[src/rtl/pipe_stage_skid.sv]
// Generic pipeline boundary: valid/ready on both sides, 2-entry skid buffer,
// registered upstream ready, flush, and a saturating downstream stall counter.
module pipe_stage_skid #(
  parameter int DATA_W = 32,
  parameter int CTRL_W = 8,
  parameter int CNT_W  = 16
) (
  input  logic              clk,
  input  logic              rst,
  input  logic              flush,
  input  logic              in_valid,
  output logic              in_ready,
  input  logic [CTRL_W-1:0] in_ctrl,
  input  logic [DATA_W-1:0] in_data,
  output logic              out_valid,
  input  logic              out_ready,
  output logic [CTRL_W-1:0] out_ctrl,
  output logic [DATA_W-1:0] out_data,
  output logic [1:0]        occupancy,
  output logic [CNT_W-1:0]  stall_cnt
);

  typedef enum logic [1:0] {
    EMPTY = 2'd0,
    ONE   = 2'd1,
    FULL  = 2'd2
  } state_e;

  state_e            state_q, state_d;
  logic              in_ready_q, in_ready_d;
  logic [CTRL_W-1:0] m_ctrl_q, m_ctrl_d, s_ctrl_q, s_ctrl_d;
  logic [DATA_W-1:0] m_data_q, m_data_d, s_data_q, s_data_d;
  logic [CNT_W-1:0]  stall_cnt_q, stall_cnt_d;

  logic m_valid;
  logic acc;
  logic drn;

  assign m_valid = (state_q != EMPTY);
  assign acc     = in_valid & in_ready_q & ~flush;
  assign drn     = m_valid & out_ready;

  always_comb begin
    // NOTE: every signal written here gets a default first, so no path leaves
    // it unassigned and no latch is inferred.
    state_d     = state_q;
    m_ctrl_d    = m_ctrl_q;
    m_data_d    = m_data_q;
    s_ctrl_d    = s_ctrl_q;
    s_data_d    = s_data_q;
    stall_cnt_d = stall_cnt_q;

    if (m_valid && !out_ready && (stall_cnt_q != '1)) begin
      stall_cnt_d = stall_cnt_q + {{(CNT_W-1){1'b0}}, 1'b1};
    end

    if (flush) begin
      // Held payloads stay put; only the valid state is killed.
      state_d = EMPTY;
    end else begin
      unique case (state_q)
        EMPTY: begin
          if (acc) begin
            m_ctrl_d = in_ctrl;
            m_data_d = in_data;
            state_d  = ONE;
          end
        end
        ONE: begin
          if (acc && drn) begin
            m_ctrl_d = in_ctrl;
            m_data_d = in_data;
          end else if (acc) begin
            s_ctrl_d = in_ctrl;
            s_data_d = in_data;
            state_d  = FULL;
          end else if (drn) begin
            state_d = EMPTY;
          end
        end
        FULL: begin
          if (drn) begin
            m_ctrl_d = s_ctrl_q;
            m_data_d = s_data_q;
            state_d  = ONE;
          end
        end
        default: state_d = EMPTY;
      endcase
    end

    // Ready is precomputed from the next state so it leaves the design as a flop.
    in_ready_d = (state_d != FULL);
  end

  always_ff @(posedge clk) begin
    if (!rst) begin
      // NOTE: the payload registers are cleared too, so out_data reads zero
      // straight after reset rather than stale contents.
      state_q     <= EMPTY;
      in_ready_q  <= 1'b1;
      m_ctrl_q    <= '0;
      m_data_q    <= '0;
      s_ctrl_q    <= '0;
      s_data_q    <= '0;
      stall_cnt_q <= '0;
    end else begin
      // NOTE: non-blocking assignments so every flop samples pre-edge values.
      state_q     <= state_d;
      in_ready_q  <= in_ready_d;
      m_ctrl_q    <= m_ctrl_d;
      m_data_q    <= m_data_d;
      s_ctrl_q    <= s_ctrl_d;
      s_data_q    <= s_data_d;
      stall_cnt_q <= stall_cnt_d;
    end
  end

  assign in_ready  = in_ready_q;
  assign out_valid = m_valid;
  assign out_ctrl  = m_valid ? m_ctrl_q : '0;
  assign out_data  = m_data_q;
  assign stall_cnt = stall_cnt_q;

  always_comb begin
    unique case (state_q)
      EMPTY:   occupancy = 2'd0;
      ONE:     occupancy = 2'd1;
      FULL:    occupancy = 2'd2;
      default: occupancy = 2'd0;
    endcase
  end

endmodule

[config.mk]
export PLATFORM = sky130hd
export DESIGN_NAME = pipe_stage_skid
export DESIGN_NICKNAME = d
export VERILOG_FILES = /design/src/rtl/pipe_stage_skid.sv
export SDC_FILE = /design/constraint.sdc
export NUM_CORES = 1
export LEC_CHECK = 0
export CAP_MARGIN = 40
export CORE_ASPECT_RATIO = 0.9
export CORE_MARGIN = 2
export CORE_UTILIZATION = 50
export DETAILED_ROUTE_END_ITERATION = 16
export PLACE_DENSITY = 0.8
export SLEW_MARGIN = 20
export SYNTH_ARGS = -nofsm -noshare
export SYNTH_HDL_FRONTEND = slang
export SYNTH_SLANG_ARGS = --single-unit
[constraint.sdc]
create_clock -name clk -period 2.45 [get_ports clk]
set_input_delay 0.6125 -clock clk [delete_from_list [all_inputs] [get_ports clk]]
set_output_delay 0.6125 -clock clk [all_outputs]
set_load 0.05 [all_outputs]
==> results of run 1 <==
[power breakdown]
group | leakage (nW) | internal (W) | total, W | switching [W]
Clock | 0.0923 | 0.000477 | 0.00106 | 0.000585
Sequential | 0.800 | 0.00164 | 0.00165 | 0.0000170
Combinational | 1.35 | 0.000159 | 0.000365 | 0.000206
Total | 2.24 | 0.00227 | 0.00308 | 0.000808
[registers in the layout, indices dropped and copies added (netlist names)]
name and cells:
out_data 32, s_data_q 32, stall_cnt 16, in_ready 1, m_ctrl_q 8, s_ctrl_q 8, state_q 2
[final cells by class]
class / instances / share of cell area
tap: 119 / 0.0259
clock buffer: 9 / 0.0215
multi-input combinational: 341 / 0.377
sequential: 99 / 0.344
clock inverter: 7 / 0.0130
timing repair buffer: 125 / 0.216
inverter: 5 / 0.00326
[stage by stage]
step | total power [W] | worst slack, ps
final | 0.00308 | 154
after floorplan | 0.00188 | 166
after global routing | 0.00319 | 60.4
after global placement | 0.00205 | -64.1
after CTS | 0.00310 | 150
after detailed placement | 0.00205 | -114
[Yosys cell counts, drive strengths merged]
master and instances:
dfxtp 99, or4 4, a31o 40, a21oi 49
and3 1, nor4b 2, nor3b 2, and4 1
xor2 2, o31a 1, nand2 88, nor2 4
nor3 2, or3 6, o2111ai 1, o21a 1
or3b 2, nand3 7, o21ai 6, a211o 1
or2 2, nor4 42, mux2i 43, o41ai 1
nor2b 10, o21ba 1, nand3b 2, o21bai 2
clkbuf 36, nand4 5, ha 1, inv 5
buf 11, o211ai 2, o31ai 4, nand2b 6
[routing by layer]
metal	track usage	up-vias
li1	-	1957
met2	0.406	136
met5	0	-
met4	0.0622	0
met1	0.299	1914
met3	0.0604	8
[worst min-delay path: cells and delay by family, from the launching register on]
kind	cells	cell delay [ps]
flops	1	320
simple gates	1	50
compound gates	1	50
[final timing paths]
kind	from	end	slack (ps)	cells past startpoint
worst max-delay path	stall_cnt[9]$_SDFFE_PN0P_	stall_cnt[9]	150	1
worst min-delay path	s_data_q[9]$_SDFFE_PN0P_	s_data_q[9]$_SDFFE_PN0P_	460	2
worst max register to register	state_q[1]$_SDFF_PN0_	stall_cnt[9]$_SDFFE_PN0P_	550	4
worst min register to register	s_data_q[9]$_SDFFE_PN0P_	s_data_q[9]$_SDFFE_PN0P_	460	2
[cell families after synthesis]
kind of cell,after synthesis
adders and majority gates,1
DFF,99
and+or+nand+nor,186
AOI/OAI and AO/OA,109
buffers and inverters,52
muxes,43
xor gates and xnor gates,2
==> flow_metrics.tcl, run 1 <==
set metrics [dict create \
    ctsHoldBuffers 0 \
    core_um2 8530 \
    synth.area.top_cells "dfxtp_1, mux2i_1, a31o_2" \
    crit_fanout 6 \
    antenna_found_initial 0 \
    fin_hold_ws_ps 459 \
    worstPathCellList "clkdlybuf4s50_1" \
    ant_nets 0 \
    num_vias 4015 \
    path_buf_inv 1 \
    yosys.area_share.simple 0.218 \
    postLayoutCoreUtil 0.675 \
    slew_violations 0 \
    drc_errors 0 \
    rsz0062_at_grt "false" \
    dieWidth_um 102 \
    cts_setup_buffers 0 \
    grt_use_total 0.238 \
    ir_worst_vdd_uv 511 \
    die_area_um2 9470 \
    synth_top_family_by_area "simple AND/OR/NAND/NOR gates" \
    syn_to_final_growth_pct 32.3 \
    hold_class "flip-flop to flip-flop" \
    fillers 678 \
    final_common_cell "dfxtp_1" \
    clock_skew_ps 15.0 \
    root_buffer "clkbuf_8" \
    setup_tns_ps 0 \
    max_stage_delay_ps 850 \
    grt_pass1_vias 3938 \
    synth-compound-area-share 0.172 \
    numCtsBuffers 9 \
    path_delay_family "buffers and inverters" \
    worstPathRequired_ps 1840 \
    wirelength_mm 11.1 \
    clockBufferDepth 2 \
    status "finished clean" \
    worstMarginPinSlew_ps 553 \
    hpwlAfterDp_mm 7.45 \
    syn-num-nets 538 \
    fin_area_um2 5760 \
    post-route-min-period_ps 2300 \
    synth.cell_area_um2 4350 \
    p_leak_nw 2.24 \
    end_kind "primary output" \
    wire_per_inst_um 15.7 \
    multi_input_area_um2 2170 \
    grt_pass1_wl_mm 18.0 \
    cts_tree "yes" \
    drv_cap 0 \
    critPathLaunchType "flip-flop" \
    seq_area_um2 1980 \
    fin_crit_sh 0.937 \
    dr_wl_met3_um 713 \
    final_cell_mix "dfxtp_1, clkdlybuf4s50_1, nand2_1" \
    maxSlewHeadroom 0.632 \
    start_util 0.511 \
    wl_met1_mm 4.74 \
    place_area_um2 5560 \
    ys_seq_area_frac 0.455 \
    top_layer_used "met4" \
    power_density_nw_per_um2 535 \
    yosysWarnings 0 \
    cts-htree-levels 3 \
    syn_inst 492 \
    clkTransAtPathRegs_ps 90 \
    slowest_stage "clkdlybuf4s50_1" \
    cts-resized-gates 0 \
    yosys.area.top_type "dfxtp_1" \
    numClockSinks 99 \
    io_pins 105 \
    critPathArrivalTime_ps 1680 \
    syn_avg_cell_area_um2 8.85 \
    synth_top_cell_area_share 0.455 \
    finalSetupViolCount 0 \
    dieHeight_um 92.5 \
    final_cells 705 \
    dpl.cell_count 689 \
    nNetsFinal 627 \
    grt_max_degree 51 \
    clkLatencyLatePin_ps 360 \
    rows 32 \
    drive_above_1_share 0.169 \
    synth.mux.area_fraction 0.0989 \
    synth-seq-cells 99 \
    diodes 0 \
    wl_met2_mm 5.54 \
    firstDrtPassIters 4 \
    portBuffers 104 \
    timing.fmax_mhz 436 \
    gp_congestion 0.850 \
    grt.overflow.total 0 \
    viasPerCell 5.70 \
    finalHoldViolCount 0 \
    synth_xor_area_frac 0.00402 \
    synth_adder_area_share 0.00287 \
    crit_type "flip-flop to primary output" \
    first_iter_violations 200 \
    synthDistinctLibCells 40 \
]
Power figures use the tool's default switching activity.
==> inputs of run 2 (changes only) <==
- PLACE_DENSITY: 0.8 -> 0.83
==> run 2 against run 1 <==
Sequential power about the same. Worst hold slack worse by 0.86 ps. Final cell count fell by 0.14%. Routed wire length up 4.1%. Critical path depth is the same. Combinational power is essentially flat.
==> flow_metrics.tcl, run 2 (synthesis gave the netlist of run 1 again) <==
set metrics [dict create \
    maxSlewHeadroom 0.651 \
    max_stage_delay_ps 850 \
    setup_tns_ps 0 \
    dieHeight_um 92.5 \
    cts_tree "yes" \
    wire_per_inst_um 16.4 \
    critPathLaunchType "flip-flop" \
    fin_area_um2 5730 \
    core_um2 8530 \
    grt_pass1_vias 3838 \
    grt_use_total 0.244 \
    die_area_um2 9470 \
    syn_to_final_growth_pct 31.6 \
    dieWidth_um 102 \
    clkLatencyLatePin_ps 350 \
    drc_errors 0 \
    place_area_um2 5540 \
    fin_crit_sh 0.935 \
    status "finished clean" \
    path_buf_inv 1 \
    clkTransAtPathRegs_ps 90 \
    drv_cap 0 \
    grt.overflow.total 0 \
    cts_setup_buffers 0 \
    worstMarginPinSlew_ps 522 \
    finalHoldViolCount 0 \
    final_cell_mix "dfxtp_1, clkdlybuf4s50_1, nand2_1" \
    crit_type "flip-flop to primary output" \
    grt_max_degree 51 \
    critPathArrivalTime_ps 1680 \
    cts-htree-levels 3 \
    hpwlAfterDp_mm 7.58 \
    slowest_stage "clkdlybuf4s50_1" \
    numClockSinks 99 \
    firstDrtPassIters 5 \
    numCtsBuffers 9 \
    gp_congestion 0.824 \
    slew_violations 0 \
    final_common_cell "dfxtp_1" \
    root_buffer "clkbuf_8" \
    finalSetupViolCount 0 \
    antenna_found_initial 0 \
    num_vias 4096 \
    power_density_nw_per_um2 534 \
    crit_fanout 7 \
    start_util 0.511 \
    worstPathRequired_ps 1840 \
    end_kind "primary output" \
    clock_skew_ps 9.67 \
    wirelength_mm 11.5 \
    diodes 0 \
    viasPerCell 5.82 \
    clockBufferDepth 2 \
    post-route-min-period_ps 2290 \
    io_pins 105 \
    drive_above_1_share 0.168 \
    rsz0062_at_grt "false" \
    nNetsFinal 628 \
    path_delay_family "buffers and inverters" \
    cts-resized-gates 0 \
    hold_class "flip-flop to flip-flop" \
    ir_worst_vdd_uv 398 \
    fin_hold_ws_ps 458 \
    worstPathCellList "clkdlybuf4s50_1" \
    grt_pass1_wl_mm 18.5 \
    portBuffers 104 \
    p_leak_nw 2.24 \
    rows 32 \
    ctsHoldBuffers 0 \
    ant_nets 0 \
    first_iter_violations 148 \
    timing.fmax_mhz 436 \
]
-- run 2: cell types whose count changed in the layout (fill, tap and decap cells not counted), sizes merged --
cell	change
clkinvlp	-2
buf	+1
clkbuf	+1
inv	-1
-- run 2: final timing paths --
path                                   from                   endpoint  slack (ps)  depth (start not counted)
setup / recovery  stall_cnt[3]$_SDFFE_PN0P_               stall_cnt[3]         160                          1
setup reg to reg      state_q[0]$_SDFF_PN0_   out_data[8]$_SDFFE_PN0P_         510                          5
hold / removal    s_data_q[23]$_SDFFE_PN0P_  s_data_q[23]$_SDFFE_PN0P_         460                          2
hold reg to reg   s_data_q[23]$_SDFFE_PN0P_  s_data_q[23]$_SDFFE_PN0P_         460                          2
-- run 2: power breakdown --
part | total [W] | internal [W] | switching, W
combinational | 0.000365 | 0.000155 | 0.000210
sequential | 0.00165 | 0.00163 | 0.0000172
clock | 0.00104 | 0.000491 | 0.000549
-- run 2: metal layers --
| layer | track usage | part of all wire |
|---|---|---|
| met5 | 0 | 0 |
| met4 | 0.0833 | 0.014 |
| met3 | 0.0460 | 0.073 |
| met2 | 0.383 | 0.47 |
| met1 | 0.337 | 0.44 |
-- run 2: stage by stage --
| step | setup WS, ps | cells | util | total power [W] |
|---|---|---|---|---|
| floorplan | 166 | 492 | - | 0.00188 |
| global placement | -81.0 | 690 | 0.650 | 0.00204 |
| detailed placement | -89.3 | 690 | 0.650 | 0.00205 |
| CTS | 146 | 704 | 0.672 | 0.00307 |
| global route | 88.5 | 704 | 0.672 | 0.00316 |
| finish | 159 | 704 | 0.672 | 0.00306 |
-- run 2: area by class of cell --
cell class / count / area [um^2]
Sequential cell: 99 / 1980
Multi-Input combinational cell: 341 / 2170
Inverter: 5 / 18.8
Clock buffer: 10 / 138
Timing Repair Buffer: 126 / 1220
Clock inverter: 4 / 51.3
Fill cell: 696 / 2800
Tap cell: 119 / 149
